**src/rtl/mips_pkg.sv**
```systemverilog
// Shared fetch-path definitions: widths, NOP encoding, fetch FSM states and
// the prefetch-buffer entry layout.
package mips_pkg;

  localparam int unsigned XLEN     = 32;
  localparam int unsigned FB_DEPTH = 2;
  localparam int unsigned FB_CNT_W = 2;
  localparam int unsigned OCC_W    = FB_CNT_W + 1;

  localparam logic [XLEN-1:0] NOP_INSTR = 32'h0000_0000;
  localparam logic [XLEN-1:0] PC_STEP   = 32'd4;

  typedef enum logic [1:0] {
    IDLE = 2'd0,
    REQ  = 2'd1,
    DROP = 2'd2
  } fetch_state_e;

  typedef struct packed {
    logic [XLEN-1:0] instr;
    logic [XLEN-1:0] pcplus4;
  } fetch_entry_t;

endpackage

```
**src/rtl/fetch_buffer.sv**
```systemverilog
// Two-entry prefetch FIFO of {instr, pc+4}.
// Ports:
//   clk, reset_n   clock, async active-low reset
//   clear          drop all entries (wins over push/pop)
//   push, wdata    enqueue one entry
//   pop            dequeue the head (ignored when empty)
//   count          occupancy 0..2
//   head           oldest entry (undefined when count = 0)
module fetch_buffer
  import mips_pkg::*;
(
  input  logic                clk,
  input  logic                reset_n,
  input  logic                clear,
  input  logic                push,
  input  logic                pop,
  input  fetch_entry_t        wdata,
  output logic [FB_CNT_W-1:0] count,
  output fetch_entry_t        head
);

  fetch_entry_t        mem_q [FB_DEPTH];
  logic                rd_ptr_q;
  logic                wr_ptr_q;
  logic [FB_CNT_W-1:0] count_q;
  logic                do_push;
  logic                do_pop;

  // A push into a full buffer is only legal when the head leaves the same cycle.
  assign do_pop  = pop && (count_q != '0);
  assign do_push = push && ((count_q != FB_CNT_W'(FB_DEPTH)) || do_pop);

  assign count = count_q;
  assign head  = mem_q[rd_ptr_q];

  // Pointers and occupancy.
  always_ff @(posedge clk or negedge reset_n) begin
    if (!reset_n) begin
      rd_ptr_q <= 1'b0;
      wr_ptr_q <= 1'b0;
      count_q  <= '0;
    end else if (clear) begin
      rd_ptr_q <= 1'b0;
      wr_ptr_q <= 1'b0;
      count_q  <= '0;
    end else begin
      if (do_push) wr_ptr_q <= ~wr_ptr_q;
      if (do_pop)  rd_ptr_q <= ~rd_ptr_q;
      case ({do_push, do_pop})
        2'b10:   count_q <= count_q + FB_CNT_W'(1);
        2'b01:   count_q <= count_q - FB_CNT_W'(1);
        default: count_q <= count_q;
      endcase
    end
  end

  // Entry storage; contents are meaningless until counted, so no reset.
  always_ff @(posedge clk) begin
    if (do_push && !clear) mem_q[wr_ptr_q] <= wdata;
  end

endmodule

```
**src/rtl/fetch_stage.sv**
```systemverilog
// Instruction-fetch front end: owns the PC, runs a single-outstanding req/ack
// handshake to instruction memory, buffers up to two fetched words and
// presents the head to the fetch/decode register, with redirect squashing.
// Ports:
//   clk, reset_n          clock, async active-low reset
//   StallD                decode not capturing this cycle (head held)
//   PCSrcD, PCBranchD     taken-branch redirect from decode (only when !StallD)
//   imem_req, imem_addr   fetch request and address (held until ack)
//   imem_ack, imem_rdata  memory response, data valid with ack
//   instrF, PcPlus4F      buffer head to decode, zero for a bubble
module fetch_stage
  import mips_pkg::*;
#(
  parameter logic [XLEN-1:0] RESET_PC = 32'h0000_0000
) (
  input  logic            clk,
  input  logic            reset_n,
  input  logic            StallD,
  input  logic            PCSrcD,
  input  logic [XLEN-1:0] PCBranchD,
  output logic            imem_req,
  output logic [XLEN-1:0] imem_addr,
  input  logic            imem_ack,
  input  logic [XLEN-1:0] imem_rdata,
  output logic [XLEN-1:0] instrF,
  output logic [XLEN-1:0] PcPlus4F
);

  fetch_state_e        state_q, state_d;
  logic [XLEN-1:0]     pc_q, pc_d;
  logic [XLEN-1:0]     addr_q, addr_d;
  logic                req_q, req_d;

  logic                redirect;
  logic                ack_req;
  logic                push;
  logic                pop;
  logic                room;
  logic [OCC_W-1:0]    occ_next;
  logic [FB_CNT_W-1:0] count;
  fetch_entry_t        head;
  fetch_entry_t        wentry;

  assign redirect = PCSrcD & ~StallD;
  // Acks while in DROP belong to a squashed request and are never accepted.
  assign ack_req  = (state_q == REQ) & imem_ack;
  assign push     = ack_req & ~redirect;
  assign pop      = ~StallD & (count != '0);

  // Occupancy after this cycle's push/pop decides whether a new request fits.
  assign occ_next = OCC_W'(count) + OCC_W'(push) - OCC_W'(pop);
  assign room     = occ_next < OCC_W'(FB_DEPTH);

  assign wentry.instr   = imem_rdata;
  assign wentry.pcplus4 = pc_q + PC_STEP;

  fetch_buffer u_buf (
    .clk     (clk),
    .reset_n (reset_n),
    .clear   (redirect),
    .push    (push),
    .pop     (pop),
    .wdata   (wentry),
    .count   (count),
    .head    (head)
  );

  // Next state, next PC and next request address.
  always_comb begin
    state_d = state_q;
    pc_d    = pc_q;
    addr_d  = addr_q;
    req_d   = 1'b0;

    case (state_q)
      IDLE: begin
        if (redirect || room) state_d = REQ;
      end
      REQ: begin
        if (redirect)      state_d = imem_ack ? REQ : DROP;
        else if (imem_ack) state_d = room ? REQ : IDLE;
      end
      DROP: begin
        // The stale request must complete before the redirected one is issued.
        if (imem_ack) state_d = REQ;
      end
      default: state_d = IDLE;
    endcase

    if (ack_req)  pc_d = pc_q + PC_STEP;
    if (redirect) pc_d = PCBranchD;

    // DROP keeps presenting the abandoned address; otherwise track the PC.
    addr_d = (state_d == DROP) ? addr_q : pc_d;
    req_d  = (state_d != IDLE);
  end

  // FSM, PC and registered memory-side outputs.
  always_ff @(posedge clk or negedge reset_n) begin
    if (!reset_n) begin
      state_q <= IDLE;
      pc_q    <= RESET_PC;
      addr_q  <= RESET_PC;
      req_q   <= 1'b0;
    end else begin
      state_q <= state_d;
      pc_q    <= pc_d;
      addr_q  <= addr_d;
      req_q   <= req_d;
    end
  end

  assign imem_req  = req_q;
  assign imem_addr = addr_q;

  // Head to decode; bubble when empty or when the head is being squashed.
  always_comb begin
    instrF   = NOP_INSTR;
    PcPlus4F = '0;
    if ((count != '0) && !redirect) begin
      instrF   = head.instr;
      PcPlus4F = head.pcplus4;
    end
  end

endmodule

```
**config.mk**
```make
export PLATFORM = sky130hd
export DESIGN_NAME = fetch_stage
export DESIGN_NICKNAME = d
export VERILOG_FILES = /design/src/rtl/mips_pkg.sv /design/src/rtl/fetch_buffer.sv /design/src/rtl/fetch_stage.sv
export SDC_FILE = /design/constraint.sdc
export NUM_CORES = 1
export LEC_CHECK = 0
export ABC_CLOCK_PERIOD_IN_PS = 4770
export CAP_MARGIN = 10
export CORE_MARGIN = 3
export CORE_UTILIZATION = 52
export CTS_CLUSTER_DIAMETER = 50
export DETAILED_ROUTE_END_ITERATION = 8
export PLACE_DENSITY = 0.8
export SETUP_SLACK_MARGIN = 0.3
export SLEW_MARGIN = 10
export SYNTH_ARGS = -nofsm -noshare
export SYNTH_HDL_FRONTEND = slang
export SYNTH_SLANG_ARGS = --single-unit
```
**constraint.sdc**
```tcl
create_clock -name clk -period 4.77 [get_ports clk]
set_input_delay 0.477 -clock clk [delete_from_list [all_inputs] [get_ports clk]]
set_output_delay 0.477 -clock clk [all_outputs]
set_load 0.1 [all_outputs]
```
# ---- After elaboration in Yosys (flattened, before gate mapping)
# Memories as Yosys holds them, arrays and structs flattened.
# Cells that the tools add are included.
dict set report word_totals {
  out_inout_bits 97
  n_memories 1
  inputBits 69
  regBits 71
  elab_cells 60
  ramBits 128
}
dict set report classes {
  order_cmp 1
  n_addsub 5
  n_eq_ne 6
  bitwise_logic 8
  n_reduce_logical 13
  muxes 19
}
# name words width read_ports rd_ports_with_merged_regs write_ports line_no
set memory_table {}
lappend memory_table {u_buf.mem_q 2 64 1 0 1 fetch_buffer.sv:22} ;# fetch_entry_t mem_q [FB_DEPTH];
# op n
set ops {}
lappend ops {{$mux W32} 4}
lappend ops {{$add A32 B3 Y32 const B} 1}
lappend ops {{$mux W2} 6}
lappend ops {{$reduce_bool A2 Y1} 4}
lappend ops {{$mux W1} 7}
lappend ops {{$eq A2 B2 Y1 const B} 3}
lappend ops {{$pmux W2 S3} 1}
lappend ops {{$and A1 B1 Y1} 4}
lappend ops {{$eq A2 B1 Y1 const B} 2}
lappend ops {{$logic_and A1 B1 Y1} 4}
lappend ops {{$not A1 Y1} 4}
lappend ops {{$pmux W2 S2} 1}
lappend ops {{$add A2 B1 Y3} 1}
lappend ops {{$lt A3 B2 Y1 const B} 1}
lappend ops {{$reduce_bool A3 Y1} 1}
lappend ops {{$sub A3 B1 Y3} 1}
lappend ops {{$add A2 B1 Y2 const B} 1}
lappend ops {{$logic_not A2 Y1} 1}
lappend ops {{$logic_or A1 B1 Y1} 2}
lappend ops {{$ne A2 B2 Y1 const B} 1}
lappend ops {{$sub A2 B1 Y2 const B} 1}
lappend ops {{$logic_not A1 Y1} 1}

# ---- Longest topological paths before layout
# Gate-level depths: netlist of the first run.
dict set report depth {
  depth_word 12
  mapped_depth 11
  depth_no_buf 10
}

# ---- By module
# Synthesis of the first run repeated with hierarchy kept, for this count alone.
dict set report unflattened {
  cells_unflattened 708
  hier_area_um2 9006.1
}
# mod cells_each seq_area_each_um2 n_inst area_each_um2
set modules_own_cells {}
lappend modules_own_cells {fetch_buffer 223 3943.8 1 4830.9}
lappend modules_own_cells {fetch_stage 485 1676.6 1 4175.3}

# ---- Worst setup path before layout of the first run
# Ideal clock, no wire load.
dict set report synth_path {
  path_kind {input to register}
  start {in StallD}
  end {mem u_buf.mem_q[0][0] in the netlist's numbering, enable pin}
  setup_ns 0.486
  t_required_ns 4.284
  cell_stages 7
  t_arrival_ns 4.433
  path_slack_ns -0.150
  n_path_buf 4
  cell_sequence {clkbuf_1 -> nand2b_1 -> clkbuf_1 -> clkbuf_1 -> buf_1 -> nand3_1 -> nor2_1}
}
dict set report synth_via {
  elab_chain_len 8
  elab_cells_between_ends 12
  cone_classes {2 x mux; 5 x bitwise; 5 x reduce/logical}
}
# element line_no
set synth_rtl {}
lappend synth_rtl {{start, declared} fetch_stage.sv:18} ;# input logic StallD,
lappend synth_rtl {{$not A1 Y1 *} {fetch_stage.sv:44, fetch_stage.sv:48}}
lappend synth_rtl {{$and A1 B1 Y1, on equally long branches} {fetch_stage.sv:44, fetch_stage.sv:48}}
lappend synth_rtl {{$not A1 Y1 or $logic_and A1 B1 Y1 (tied branches)} {fetch_stage.sv:47, fetch_buffer.sv:30}}
lappend synth_rtl {{$and A1 B1 Y1 or $logic_or A1 B1 Y1 (tied branches)} {fetch_stage.sv:47, fetch_buffer.sv:31}}
lappend synth_rtl {{$logic_and A1 B1 Y1} fetch_buffer.sv:31} ;# assign do_push = push && ((count_q != FB_CNT_W'(FB_DEPTH)) || do_pop);
lappend synth_rtl {{$logic_and A1 B1 Y1 *} fetch_buffer.sv:59} ;# if (do_push && !clear) mem_q[wr_ptr_q] <= wdata;
lappend synth_rtl {{$mux W1 *} fetch_buffer.sv:59}
lappend synth_rtl {{$mux W1 (not written as such) *} fetch_buffer.sv:59}
lappend synth_rtl {{end, declared} fetch_buffer.sv:22}
# Mark *: on every way between the ends. The rest lies on a longest branch, timed or not.

# ---- Worst setup path in the final report of the first run
dict set report layout_path {
  start {reg pc_q[2]}
  end {reg addr_q[18], in the netlist imem_addr[18]}
}
dict set report layout_via {
  elab_chain_len 3
}
# element line_no
set layout_rtl {}
lappend layout_rtl {{start, declared} fetch_stage.sv:30} ;# logic [XLEN-1:0] pc_q, pc_d;
lappend layout_rtl {{start signal, assigned} fetch_stage.sv:107} ;# pc_q <= pc_d;
lappend layout_rtl {{$add A32 B3 Y32} fetch_stage.sv:90} ;# if (ack_req) pc_d = pc_q + PC_STEP;
lappend layout_rtl {{$mux W32} fetch_stage.sv:90}
lappend layout_rtl {{$mux W32} fetch_stage.sv:91} ;# if (redirect) pc_d = PCBranchD;
lappend layout_rtl {{net pc_d[18]} fetch_stage.sv:30}
lappend layout_rtl {{end signal, assigned} fetch_stage.sv:108} ;# addr_q <= addr_d;
lappend layout_rtl {{end, declared} fetch_stage.sv:31} ;# logic [XLEN-1:0] addr_q, addr_d;
# The timed path passes the listed nets, and every way through them passes these cells.
# A chain may end at the register's enable or synchronous reset.

==> impl_metrics.env, run 1 <==
export IMPL_status="finished clean"
export IMPL_setup_worst_path_start_class="register"
export IMPL_synth_sequential_area_ratio_pct=64.4
export IMPL_synthDistinctLibCells=55
export IMPL_cts_root_buf="sky130_fd_sc_hd__clkbuf_16"
export IMPL_clkLatencyLatePin_ns=0.43
export IMPL_globalRoute_totalOverflow=0
export IMPL_setup_repair_after_global_routing_missed_its_margin="no"
export IMPL_setup_skew_after_layout_ns=0.00947
export IMPL_worstPathMaxFanout=15
export IMPL_route_detailed_drc=0
export IMPL_ctsHoldBuffers=0
export IMPL_cts_root_to_sink_buffers=2
export IMPL_grt_antenna_before_repair=0
export IMPL_grt_start_max_net_pins=66
export IMPL_yosysTopAreaCellShare_pct=44.0
export IMPL_synthMuxAreaShare_pct=9.53
export IMPL_hold_slack_ns=0.211
export IMPL_finalSetupViolations=0
export IMPL_worstRegToRegCells=6
export IMPL_slew_limit_headroom_pct=25.1
export IMPL_grt_pass1_vias=5826
export IMPL_syn_avg_cell_area_um2=12.5
export IMPL_worstMarginPinSlew_ns=1.12
export IMPL_fin_util_pct=68.1
export IMPL_vias_per_cell=5.52
export IMPL_wl_um=19100
export IMPL_die_h_um=136
export IMPL_critical_path_class="register to register"
export IMPL_number_of_clock_sinks_seen_by_cts=199
export IMPL_p_leak_nw=4.10
export IMPL_min_period_over_period_pct=60.3
export IMPL_detail_route_antenna_nets=0
export IMPL_core_area_mm2=0.0162
export IMPL_post_synth_main_area_contributors="sky130_fd_sc_hd__edfxtp_1 (44%), sky130_fd_sc_hd__dfrtp_1 (20%), sky130_fd_sc_hd__mux2i_1 (7.3%)"
export IMPL_gr_usage_met3_pct=5.05
export IMPL_clk_pin_slew_worst_paths_ns=0.07
export IMPL_cts_made_buffers=17
export IMPL_num_vias=5936
export IMPL_port_buffer_count=165
export IMPL_synth_ff_type="sky130_fd_sc_hd__edfxtp_1"
export IMPL_final_net_count=918
export IMPL_die_w_um=136
export IMPL_synth_edf_count=128
export IMPL_power_per_cell_area_mw_per_mm2=634
export IMPL_post_place_cells=1043
export IMPL_yosys_register_bits=199
export IMPL_n_antenna_cell=0
export IMPL_timing_final_hold_violations=0
export IMPL_fmax_mhz=348
export IMPL_r2r_slack_ns=1.89
export IMPL_initial_core_utilization_pct=54.0
export IMPL_yosys_area_share_adder_pct=0.516
export IMPL_cap_violations=0
export IMPL_std_cell_rows=46
export IMPL_synth_top_family_by_area="simple AND/OR/NAND/NOR gates"
export IMPL_yosys_top_cell_by_area="sky130_fd_sc_hd__edfxtp_1"
export IMPL_simple_logic_cell_fraction_of_the_synthesized_area_pct=13.5
export IMPL_synth_area_mm2=0.00873
export IMPL_layout_common_cells="sky130_fd_sc_hd__edfxtp_1 (128), sky130_fd_sc_hd__nor2_1 (122), sky130_fd_sc_hd__clkdlybuf4s50_1 (100)"
export IMPL_grt_busiest_layer="met2"
export IMPL_syn_instance_count=698
export IMPL_met1_capacity_usage_during_global_routing_pct=30.2
export IMPL_grt_pass1_wl_um=30300
export IMPL_asyncSetResetFlopFracSynth_pct=35.7
export IMPL_postLayoutCellArea_mm2=0.0110
export IMPL_postCtsSetupBuffers=0
export IMPL_worst_hold_class="input port to async pin"
export IMPL_finish_cell_count_without_fillers=1075
export IMPL_ys_warn_count=0
export IMPL_htreeDepth=4
export IMPL_wl_per_cell_um=17.7
export IMPL_starting_drc_count_in_detailed_routing=643
export IMPL_areaGrowthSynthToFinish_pct=26.1
export IMPL_worstPathArrival_ns=3.25
export IMPL_syn_nets=770
export IMPL_tritoncts_clock_tree="done"
export IMPL_crit_path_end_kind="register"
export IMPL_use_met2_pct=32.6
export IMPL_synth_xor_area_share_pct=5.42
export IMPL_final_max_slew_viol_count=0
export IMPL_final_period_minus_worst_setup_slack_ns=2.88
export IMPL_final_layout_size_suffix_gt1_share_pct=16.1
export IMPL_total_routing_usage_reported_by_global_routing_pct=21.1
export IMPL_post_dp_hpwl_um=12900
export IMPL_most_common_cell_after_layout_fill_and_taps_aside="sky130_fd_sc_hd__edfxtp_1"
export IMPL_cts_resized=0
export IMPL_finalWeightedCongestion=0.880
export IMPL_synth_compound_gate_area_share_pct=4.43
export IMPL_dpl_instance_area_mm2=0.0104
export IMPL_fp_dieArea_mm2=0.0184
export IMPL_floorplan_io_pins=166
export IMPL_vdd_drop_max_v=0.000491
export IMPL_crit_required_ns=5.14
export IMPL_dr_pass1_iters=5
through the flow:
| step | setup slack [ns] | power, mW | setup TNS [ns] |
|---|---|---|---|
| floorplan | -0.150 | 4.85 | -19.18 |
| detailed placement | 1.62 | 5.58 | 0 |
| global route | 1.80 | 7.26 | 0 |
| CTS | 1.91 | 7.02 | 0 |
| global placement | 1.68 | 5.53 | 0 |
| finish | 1.89 | 6.98 | 0 |
worst max-delay path, cell delays in order (launching register included):
cell                      delay (ns)
sky130_fd_sc_hd__dfrtp_1        0.42
sky130_fd_sc_hd__ha_1           0.27
sky130_fd_sc_hd__nand4_1        0.25
sky130_fd_sc_hd__or4_1          0.85
sky130_fd_sc_hd__or3_1          0.47
sky130_fd_sc_hd__a31oi_1        0.32
sky130_fd_sc_hd__mux2_2         0.22
worst paths after layout:
check,start,endpoint
setup / recovery,pc_q[2]$_DFF_PN0_,imem_addr[18]$_DFFE_PN0P_
hold / removal,reset_n,imem_addr[9]$_DFFE_PN0P_
setup reg to reg,pc_q[2]$_DFF_PN0_,imem_addr[18]$_DFFE_PN0P_
hold reg to reg,imem_addr[13]$_DFFE_PN0P_,imem_addr[13]$_DFFE_PN0P_
max in group asynchronous,reset_n,u_buf.rd_ptr_q$_DFFE_PN0P_
min in group clk,imem_addr[13]$_DFFE_PN0P_,imem_addr[13]$_DFFE_PN0P_
cell usage after synthesis (2+ instances only):
cell                         n
sky130_fd_sc_hd__a211o_1     2
sky130_fd_sc_hd__and3_1      5
sky130_fd_sc_hd__o21ai_1     3
sky130_fd_sc_hd__a31oi_1     3
sky130_fd_sc_hd__buf_1       4
sky130_fd_sc_hd__o21ai_0     9
sky130_fd_sc_hd__or4_1       2
sky130_fd_sc_hd__clkbuf_1   32
sky130_fd_sc_hd__ha_1        2
sky130_fd_sc_hd__nand2_1    46
sky130_fd_sc_hd__or3_1       4
sky130_fd_sc_hd__nor3_1      9
sky130_fd_sc_hd__mux2_2     16
sky130_fd_sc_hd__buf_2       6
sky130_fd_sc_hd__mux2i_1    64
sky130_fd_sc_hd__nor4_2      4
sky130_fd_sc_hd__nor2b_1     4
sky130_fd_sc_hd__edfxtp_1  128
sky130_fd_sc_hd__o22ai_1     6
sky130_fd_sc_hd__nor2_1    124
sky130_fd_sc_hd__a21oi_1    28
sky130_fd_sc_hd__a221oi_1    3
sky130_fd_sc_hd__nand4_1    11
sky130_fd_sc_hd__nor4_1      8
sky130_fd_sc_hd__and4_1      2
sky130_fd_sc_hd__xnor2_1    29
sky130_fd_sc_hd__nand2b_1    3
sky130_fd_sc_hd__o31ai_1     2
sky130_fd_sc_hd__inv_1       4
sky130_fd_sc_hd__dfrtp_1    71
sky130_fd_sc_hd__xor2_1     25
sky130_fd_sc_hd__nor3_2      3
sky130_fd_sc_hd__nand3_1    14
metal layers:
metal / wire, µm / share of wire (%) / vias up
li1: - / - / 2788
met1: 8720 / 46 / 2842
met2: 8640 / 45 / 279
met3: 1460 / 7.6 / 27
met4: 251 / 1.3 / 0
met5: 0 / 0 / -
state kept, by name, summed over array words and instances, names as in the netlist:
signal          flops
imem_addr          32
imem_req            1
pc_q               32
state_q             2
u_buf.count         2
u_buf.mem_q       128
u_buf.rd_ptr_q      1
u_buf.wr_ptr_q      1
where the power goes:
group | internal [mW] | total (mW) | switching [mW] | leakage, nW
combinational | 0.742 | 3.04 | 2.30 | 1.81
sequential | 2.21 | 2.51 | 0.296 | 1.99
clock | 0.818 | 1.43 | 0.615 | 0.303
total | 3.77 | 6.98 | 3.21 | 4.10
kinds of logic after synthesis:
| logic type | count (synthesis) |
|---|---|
| buf+inv | 49 |
| flops | 199 |
| xor+xnor | 54 |
| compound gates | 64 |
| simple gates | 248 |
| mux | 81 |
| fa+ha+maj | 3 |
area by class of cell:
cell class	count	area (µm²)
clock buffer	21	503
clock inverter	11	105
fill	1130	5160
inverter	5	18.8
multi-input combinational	450	2940
sequential	199	5620
tap	216	270
timing repair buffer	173	1550
No activity file was read; power rests on OpenSTA's default activity.
==> run 2, diff against run 1 <==
ABC_CLOCK_PERIOD_IN_PS = 2960   (was 4770)
clock period = 2.96 ns   (was 4.77 ns; I/O delays follow)
==> run 2 against run 1 <==
Net effect:
- count of clock-buffer cells in the layout is 2 lower
- cell count is 1.3% higher
- clock power is 70% higher
- critical path depth is 4 higher
- non-clock buffer count is 14 higher
- largest power group unchanged
- utilization is 6.6 points higher
- sequential cell count stayed put
==> impl_metrics.env, run 2 (synthesis gave the netlist of run 1 again) <==
export IMPL_status="finished clean"
export IMPL_grt_pass1_vias=6184
export IMPL_core_area_mm2=0.0162
export IMPL_grt_antenna_before_repair=1
export IMPL_worstPathArrival_ns=2.78
export IMPL_multi_input_comb_area_mm2=0.00310
export IMPL_worst_hold_class="input port to async pin"
export IMPL_largest_register="u_buf.mem_q"
export IMPL_post_place_cells=1053
export IMPL_cts_root_buf="sky130_fd_sc_hd__clkbuf_16"
export IMPL_setup_skew_after_layout_ns=0.0128
export IMPL_slew_limit_headroom_pct=41.5
export IMPL_starting_drc_count_in_detailed_routing=496
export IMPL_finalWeightedCongestion=0.888
export IMPL_crit_required_ns=3.26
export IMPL_die_h_um=136
export IMPL_largest_register_ffs=128
export IMPL_areaGrowthSynthToFinish_pct=38.3
export IMPL_grt_start_max_net_pins=65
export IMPL_grt_pass1_wl_um=31800
export IMPL_wl_per_cell_um=18.4
export IMPL_final_layout_size_suffix_gt1_share_pct=28.2
export IMPL_timing_final_hold_violations=0
export IMPL_vias_per_cell=5.59
export IMPL_globalRoute_totalOverflow=0
export IMPL_timing_critical_path_buf_inv=0
export IMPL_critical_path_class="register to register"
export IMPL_worstMarginPinSlew_ns=0.871
export IMPL_floorplan_io_pins=166
export IMPL_fmax_mhz=403
export IMPL_cts_made_buffers=17
export IMPL_num_vias=6086
export IMPL_cap_violations=0
export IMPL_wl_um=20000
export IMPL_port_buffer_count=165
export IMPL_timing_critical_path_slowest_stage_cell="sky130_fd_sc_hd__dfrtp_2"
export IMPL_fp_dieArea_mm2=0.0184
export IMPL_tritoncts_clock_tree="done"
export IMPL_n_antenna_cell=0
export IMPL_setup_repair_after_global_routing_missed_its_margin="no"
export IMPL_die_w_um=136
export IMPL_final_setup_worst_slack_ns=0.476
export IMPL_crit_top_cell="sky130_fd_sc_hd__nor2_1"
export IMPL_setup_worst_path_start_class="register"
export IMPL_critPathTopFamily="simple AND/OR/NAND/NOR gates"
export IMPL_final_max_slew_viol_count=0
export IMPL_p_leak_nw=4.40
export IMPL_power_per_cell_area_mw_per_mm2=1020
export IMPL_critical_path_depth=10
export IMPL_hold_slack_ns=0.306
export IMPL_clk_pin_slew_worst_paths_ns=0.07
export IMPL_std_cell_rows=46
export IMPL_min_period_over_period_pct=83.9
export IMPL_finalSetupViolations=0
export IMPL_worstPathCellList="nor2_1 -> nor2_1 -> ha_1 -> or3_1 -> fa_1 -> xnor2_1 -> a21oi_1 -> nor2_1 -> a21oi_1 -> o21ai_0"
export IMPL_pre_cts_ws_ns=0.207
export IMPL_setup_tns_final_ns=0
export IMPL_clkLatencyLatePin_ns=0.43
export IMPL_number_of_clock_sinks_seen_by_cts=199
export IMPL_layout_common_cells="sky130_fd_sc_hd__edfxtp_1 (128), sky130_fd_sc_hd__buf_12 (69), sky130_fd_sc_hd__dfrtp_1 (68)"
export IMPL_route_detailed_drc=0
export IMPL_post_dp_hpwl_um=14100
export IMPL_cts_root_to_sink_buffers=2
export IMPL_crit_path_end_kind="register"
export IMPL_worstRegToRegCells=10
export IMPL_final_period_minus_worst_setup_slack_ns=2.48
export IMPL_cpPeakStageDelay_ns=0.43
export IMPL_vdd_drop_max_v=0.000674
export IMPL_most_common_cell_after_layout_fill_and_taps_aside="sky130_fd_sc_hd__edfxtp_1"
export IMPL_detail_route_antenna_nets=0
export IMPL_final_net_count=932
export IMPL_worstPathMaxFanout=6
export IMPL_total_routing_usage_reported_by_global_routing_pct=22.0
export IMPL_layout_filler_cells=1030
export IMPL_fin_util_pct=74.7
export IMPL_dr_pass1_iters=5
export IMPL_htreeDepth=4
export IMPL_register_area_mm2=0.00563
export IMPL_initial_core_utilization_pct=54.0
export IMPL_finish_cell_count_without_fillers=1089
## run 2: worst register-to-register path, cell delays in order (launching register included)
cell and delay (ns):
sky130_fd_sc_hd__dfrtp_2 0.43, sky130_fd_sc_hd__nor2_1 0.06, sky130_fd_sc_hd__nor2_1 0.17, sky130_fd_sc_hd__ha_1 0.26, sky130_fd_sc_hd__or3_1 0.39, sky130_fd_sc_hd__fa_1 0.40, sky130_fd_sc_hd__xnor2_1 0.14, sky130_fd_sc_hd__a21oi_1 0.23
sky130_fd_sc_hd__nor2_1 0.08, sky130_fd_sc_hd__a21oi_1 0.11, sky130_fd_sc_hd__o21ai_0 0.09
## run 2: where the power goes
part	switching, mW	internal (mW)	total (mW)	leakage, nW
sequential	0.335	3.56	3.90	1.99
combinational	4.11	1.89	6.00	2.11
clock	1.00	1.43	2.43	0.297
total	5.45	6.88	12.3	4.40
## run 2: path summary, 6_finish.rpt
kind | from | end | slack, ns
worst min register to register | imem_addr[2]$_DFFE_PN0P_ | imem_addr[2]$_DFFE_PN0P_ | 0.50
max in group asynchronous | reset_n | imem_addr[29]$_DFFE_PN0P_ | 1.92
min in group clk | PCBranchD[0] | pc_q[0]$_DFF_PN0_ | 0.43
worst max register to register | u_buf.count[0]$_DFFE_PN0P_ | state_q[0]$_DFF_PN0_ | 0.48
worst min-delay path | reset_n | imem_addr[1]$_DFFE_PN0P_ | 0.31
worst max-delay path | u_buf.count[0]$_DFFE_PN0P_ | state_q[0]$_DFF_PN0_ | 0.48
## run 2: repair_timing
| action | CTS | global route |
|---|---|---|
| endpoints found under the setup margin | 0 | 8 |
| hold endpoints to repair | 16 | 0 |
| hold buffers | 1 | 0 |
| gates resized for setup | 0 | 3 |
| buffers inserted | 0 | 3 |
## run 2: layout make-up
type / instances / area share, %
inverter: 5 / 0.155
clock buffer: 19 / 3.58
tap: 216 / 2.24
multi-input combinational: 450 / 25.7
timing repair buffer: 187 / 20.2
sequential: 199 / 46.6
clock inverter: 13 / 1.61
## run 2: routing by layer
layer	vias up	GRT usage (%)	part of all wire (%)
met2	276	34.5	47
li1	2819	-	-
met3	31	4.64	8.1
met4	2	7.89	1.7
met1	2958	30.8	43
met5	-	0	0.045
## run 2: stage by stage
step                area [µm²]  power (mW)
floorplan                 8910        7.96
global placement         11400        9.82
detailed placement       11400        9.95
CTS                      12100        12.4
global route             12100        12.8
finish                   12100        12.3
==> run 3, diff against run 2 <==
ABC_CLOCK_PERIOD_IN_PS = 2200   (was 2960)
CORE_UTILIZATION = 47   (was 52)
PLACE_DENSITY = 0.76   (was 0.8)
clock period = 2.2 ns   (was 2.96 ns; I/O delays follow)
==> run 3 against run 2 <==
Net effect:
- the flow now finishes with violations (setup timing)
- wire length increased by 18%
- cell count increased by 9.6%
- global-route usage decreased by 0.071 points
- hold slack improved by 0.048 ns
- sequential power increased by 33%
- clock power increased by 27%
- cell area increased by 16%
- non-clock buffer count increased by 92
- critical path depth unchanged
- clock skew decreased by 0.0020 ns
- utilization increased by 3.0 points
- critical path type unchanged
- largest cell class unchanged
- highest routed layer is now met4
==> impl_metrics.env, run 3 (synthesis gave the netlist of run 1 again) <==
export IMPL_die_w_um=142
export IMPL_wl_per_cell_um=19.8
export IMPL_n_antenna_cell=0
export IMPL_largest_register="u_buf.mem_q"
export IMPL_crit_top_cell="sky130_fd_sc_hd__nor2_2"
export IMPL_dpl_instance_area_mm2=0.0123
export IMPL_final_period_minus_worst_setup_slack_ns=2.26
export IMPL_number_of_clock_sinks_seen_by_cts=199
export IMPL_worstPathArrival_ns=2.58
export IMPL_most_common_cell_after_layout_fill_and_taps_aside="sky130_fd_sc_hd__edfxtp_1"
export IMPL_setup_skew_after_layout_ns=0.0108
export IMPL_timing_critical_path_buf_inv=0
export IMPL_met1_capacity_usage_during_global_routing_pct=28.4
export IMPL_hold_depth=3
export IMPL_slew_limit_headroom_pct=54.8
export IMPL_worstPathCellList="nor2_2 -> nor2_2 -> ha_1 -> or3_4 -> fa_2 -> xnor2_2 -> a21oi_2 -> nor2_1 -> a21oi_1 -> o21ai_1"
export IMPL_clkLatencyLatePin_ns=0.43
export IMPL_globalRoute_totalOverflow=0
export IMPL_cts_made_buffers=17
export IMPL_worstMarginPinSlew_ns=0.678
export IMPL_route_detailed_drc=0
export IMPL_core_area_mm2=0.0181
export IMPL_grt_start_max_net_pins=44
export IMPL_largest_register_ffs=128
export IMPL_final_max_slew_viol_count=0
export IMPL_timing_critical_path_slowest_stage_cell="sky130_fd_sc_hd__dfrtp_1"
export IMPL_total_routing_usage_reported_by_global_routing_pct=22.0
export IMPL_critical_path_depth=10
export IMPL_final_setup_worst_slack_ns=-0.0633
export IMPL_use_met2_pct=37.2
export IMPL_cpPeakStageDelay_ns=0.41
export IMPL_final_layout_size_suffix_gt1_share_pct=42.3
export IMPL_setup_worst_path_start_class="register"
export IMPL_cts_root_buf="sky130_fd_sc_hd__clkbuf_16"
export IMPL_vias_per_cell=5.58
export IMPL_tritoncts_clock_tree="done"
export IMPL_fmax_mhz=442
export IMPL_setup_repair_after_global_routing_missed_its_margin="yes"
export IMPL_dr_pass1_iters=6
export IMPL_worstRegToRegCells=10
export IMPL_setup_tns_final_ns=-0.145
export IMPL_grt_antenna_before_repair=0
export IMPL_layout_common_cells="sky130_fd_sc_hd__edfxtp_1 (128), sky130_fd_sc_hd__buf_4 (95), sky130_fd_sc_hd__buf_12 (78)"
export IMPL_total_power_mw=18.2
export IMPL_num_vias=6666
export IMPL_clk_pin_slew_worst_paths_ns=0.07
export IMPL_crit_path_end_kind="register"
export IMPL_grt_busiest_layer="met2"
export IMPL_gr_usage_met3_pct=4.17
export IMPL_fp_dieArea_mm2=0.0203
export IMPL_floorplan_io_pins=166
export IMPL_die_h_um=142
export IMPL_postLayoutCellArea_mm2=0.0141
export IMPL_finalWeightedCongestion=0.872
export IMPL_finalSetupViolations=11
export IMPL_std_cell_rows=49
export IMPL_power_per_cell_area_mw_per_mm2=1290
export IMPL_worst_hold_class="input port to register"
export IMPL_worstPathMaxFanout=3
export IMPL_critical_path_class="register to register"
export IMPL_post_dp_hpwl_um=15200
export IMPL_starting_drc_count_in_detailed_routing=609
export IMPL_violations_in_the_final_reports="setup timing"
export IMPL_initial_core_utilization_pct=48.3
export IMPL_port_buffer_count=165
export IMPL_hold_slack_ns=0.355
export IMPL_areaGrowthSynthToFinish_pct=60.9
export IMPL_final_net_count=1024
export IMPL_timing_final_hold_violations=0
export IMPL_grt_pass1_vias=6575
export IMPL_critPathTopFamily="adder cells"
export IMPL_htreeDepth=4
export IMPL_wl_um=23700
export IMPL_cap_violations=0
export IMPL_grt_pass1_wl_um=34600
export IMPL_crit_required_ns=2.51
export IMPL_detail_route_antenna_nets=0
export IMPL_min_period_over_period_pct=103
export IMPL_cts_root_to_sink_buffers=2
export IMPL_vdd_drop_max_v=0.000735
export IMPL_p_leak_nw=5.38
export IMPL_status="finished with violations"
[run 3: changes by cell type in the layout (fill, tap and decap cells not counted), sizes merged]
cell / before / now
buf: 119 / 211
inv: 8 / 12
bufinv: 4 / 1
clkinvlp: 3 / 0
clkbuf: 19 / 20
clkinv: 3 / 4
[run 3: worst reg2reg max path, stage by stage (launching register included)]
cell and delay (ns):
sky130_fd_sc_hd__dfrtp_1 0.41, sky130_fd_sc_hd__nor2_2 0.13, sky130_fd_sc_hd__nor2_2 0.05, sky130_fd_sc_hd__ha_1 0.26, sky130_fd_sc_hd__or3_4 0.36, sky130_fd_sc_hd__fa_2 0.37, sky130_fd_sc_hd__xnor2_2 0.15, sky130_fd_sc_hd__a21oi_2 0.17
sky130_fd_sc_hd__nor2_1 0.06, sky130_fd_sc_hd__a21oi_1 0.12, sky130_fd_sc_hd__o21ai_1 0.07
[run 3: path summary, 6_finish.rpt]
path | from | end | slack [ns]
worst min-delay path | PCBranchD[0] | pc_q[0]$_DFF_PN0_ | 0.35
worst max-delay path | u_buf.count[0]$_DFFE_PN0P_ | state_q[0]$_DFF_PN0_ | -0.06
worst min register to register | pc_q[1]$_DFF_PN0_ | u_buf.mem_q[0][1]$_DFFE_PP_ | 0.49
max in group asynchronous | reset_n | pc_q[18]$_DFF_PN0_ | 1.18
min in group asynchronous | reset_n | imem_addr[7]$_DFFE_PN0P_ | 0.36
worst max register to register | u_buf.count[0]$_DFFE_PN0P_ | state_q[0]$_DFF_PN0_ | -0.06
[run 3: cell type report]
| type | instances | area (µm²) |
|---|---|---|
| fill | 996 | 4030 |
| inverter | 5 | 18.8 |
| sequential | 199 | 5630 |
| clock inverter | 12 | 110 |
| clock buffer | 20 | 479 |
| multi-input combinational | 450 | 4010 |
| timing repair buffer | 279 | 3520 |
| tap | 229 | 287 |
[run 3: repair_timing]
| item | in CTS | in global routing |
|---|---|---|
| hold buffers | 1 | 0 |
| resized for setup | 67 | 65 |
| buffers inserted | 19 | 28 |
| hold endpoints to repair | 25 | 0 |
| gates cloned | 5 | 0 |
| pin swaps | 34 | 38 |
| setup endpoints to repair | 125 | 175 |
[run 3: per-stage QoR]
stage | cells | util, % | setup WS, ns
after CTS | 1166 | 74.8 | -0.102
after floorplan | 698 | - | -0.171
after global routing | 1194 | 77.7 | -0.137
final | 1194 | 77.7 | -0.0633
after global placement | 1109 | 68.0 | -0.276
after detailed placement | 1109 | 68.0 | -0.381
[run 3: per-layer routing]
layer	routed length (µm)	part of all wire, %
met2	12100	51
met4	575	2.4
met5	0	0
met3	1720	7.3
met1	9220	39
[run 3: power by group]
group | total, mW | switching [mW] | internal, mW
Sequential | 5.19 | 0.394 | 4.80
Clock | 3.08 | 1.37 | 1.71
Combinational | 9.90 | 6.37 | 3.53
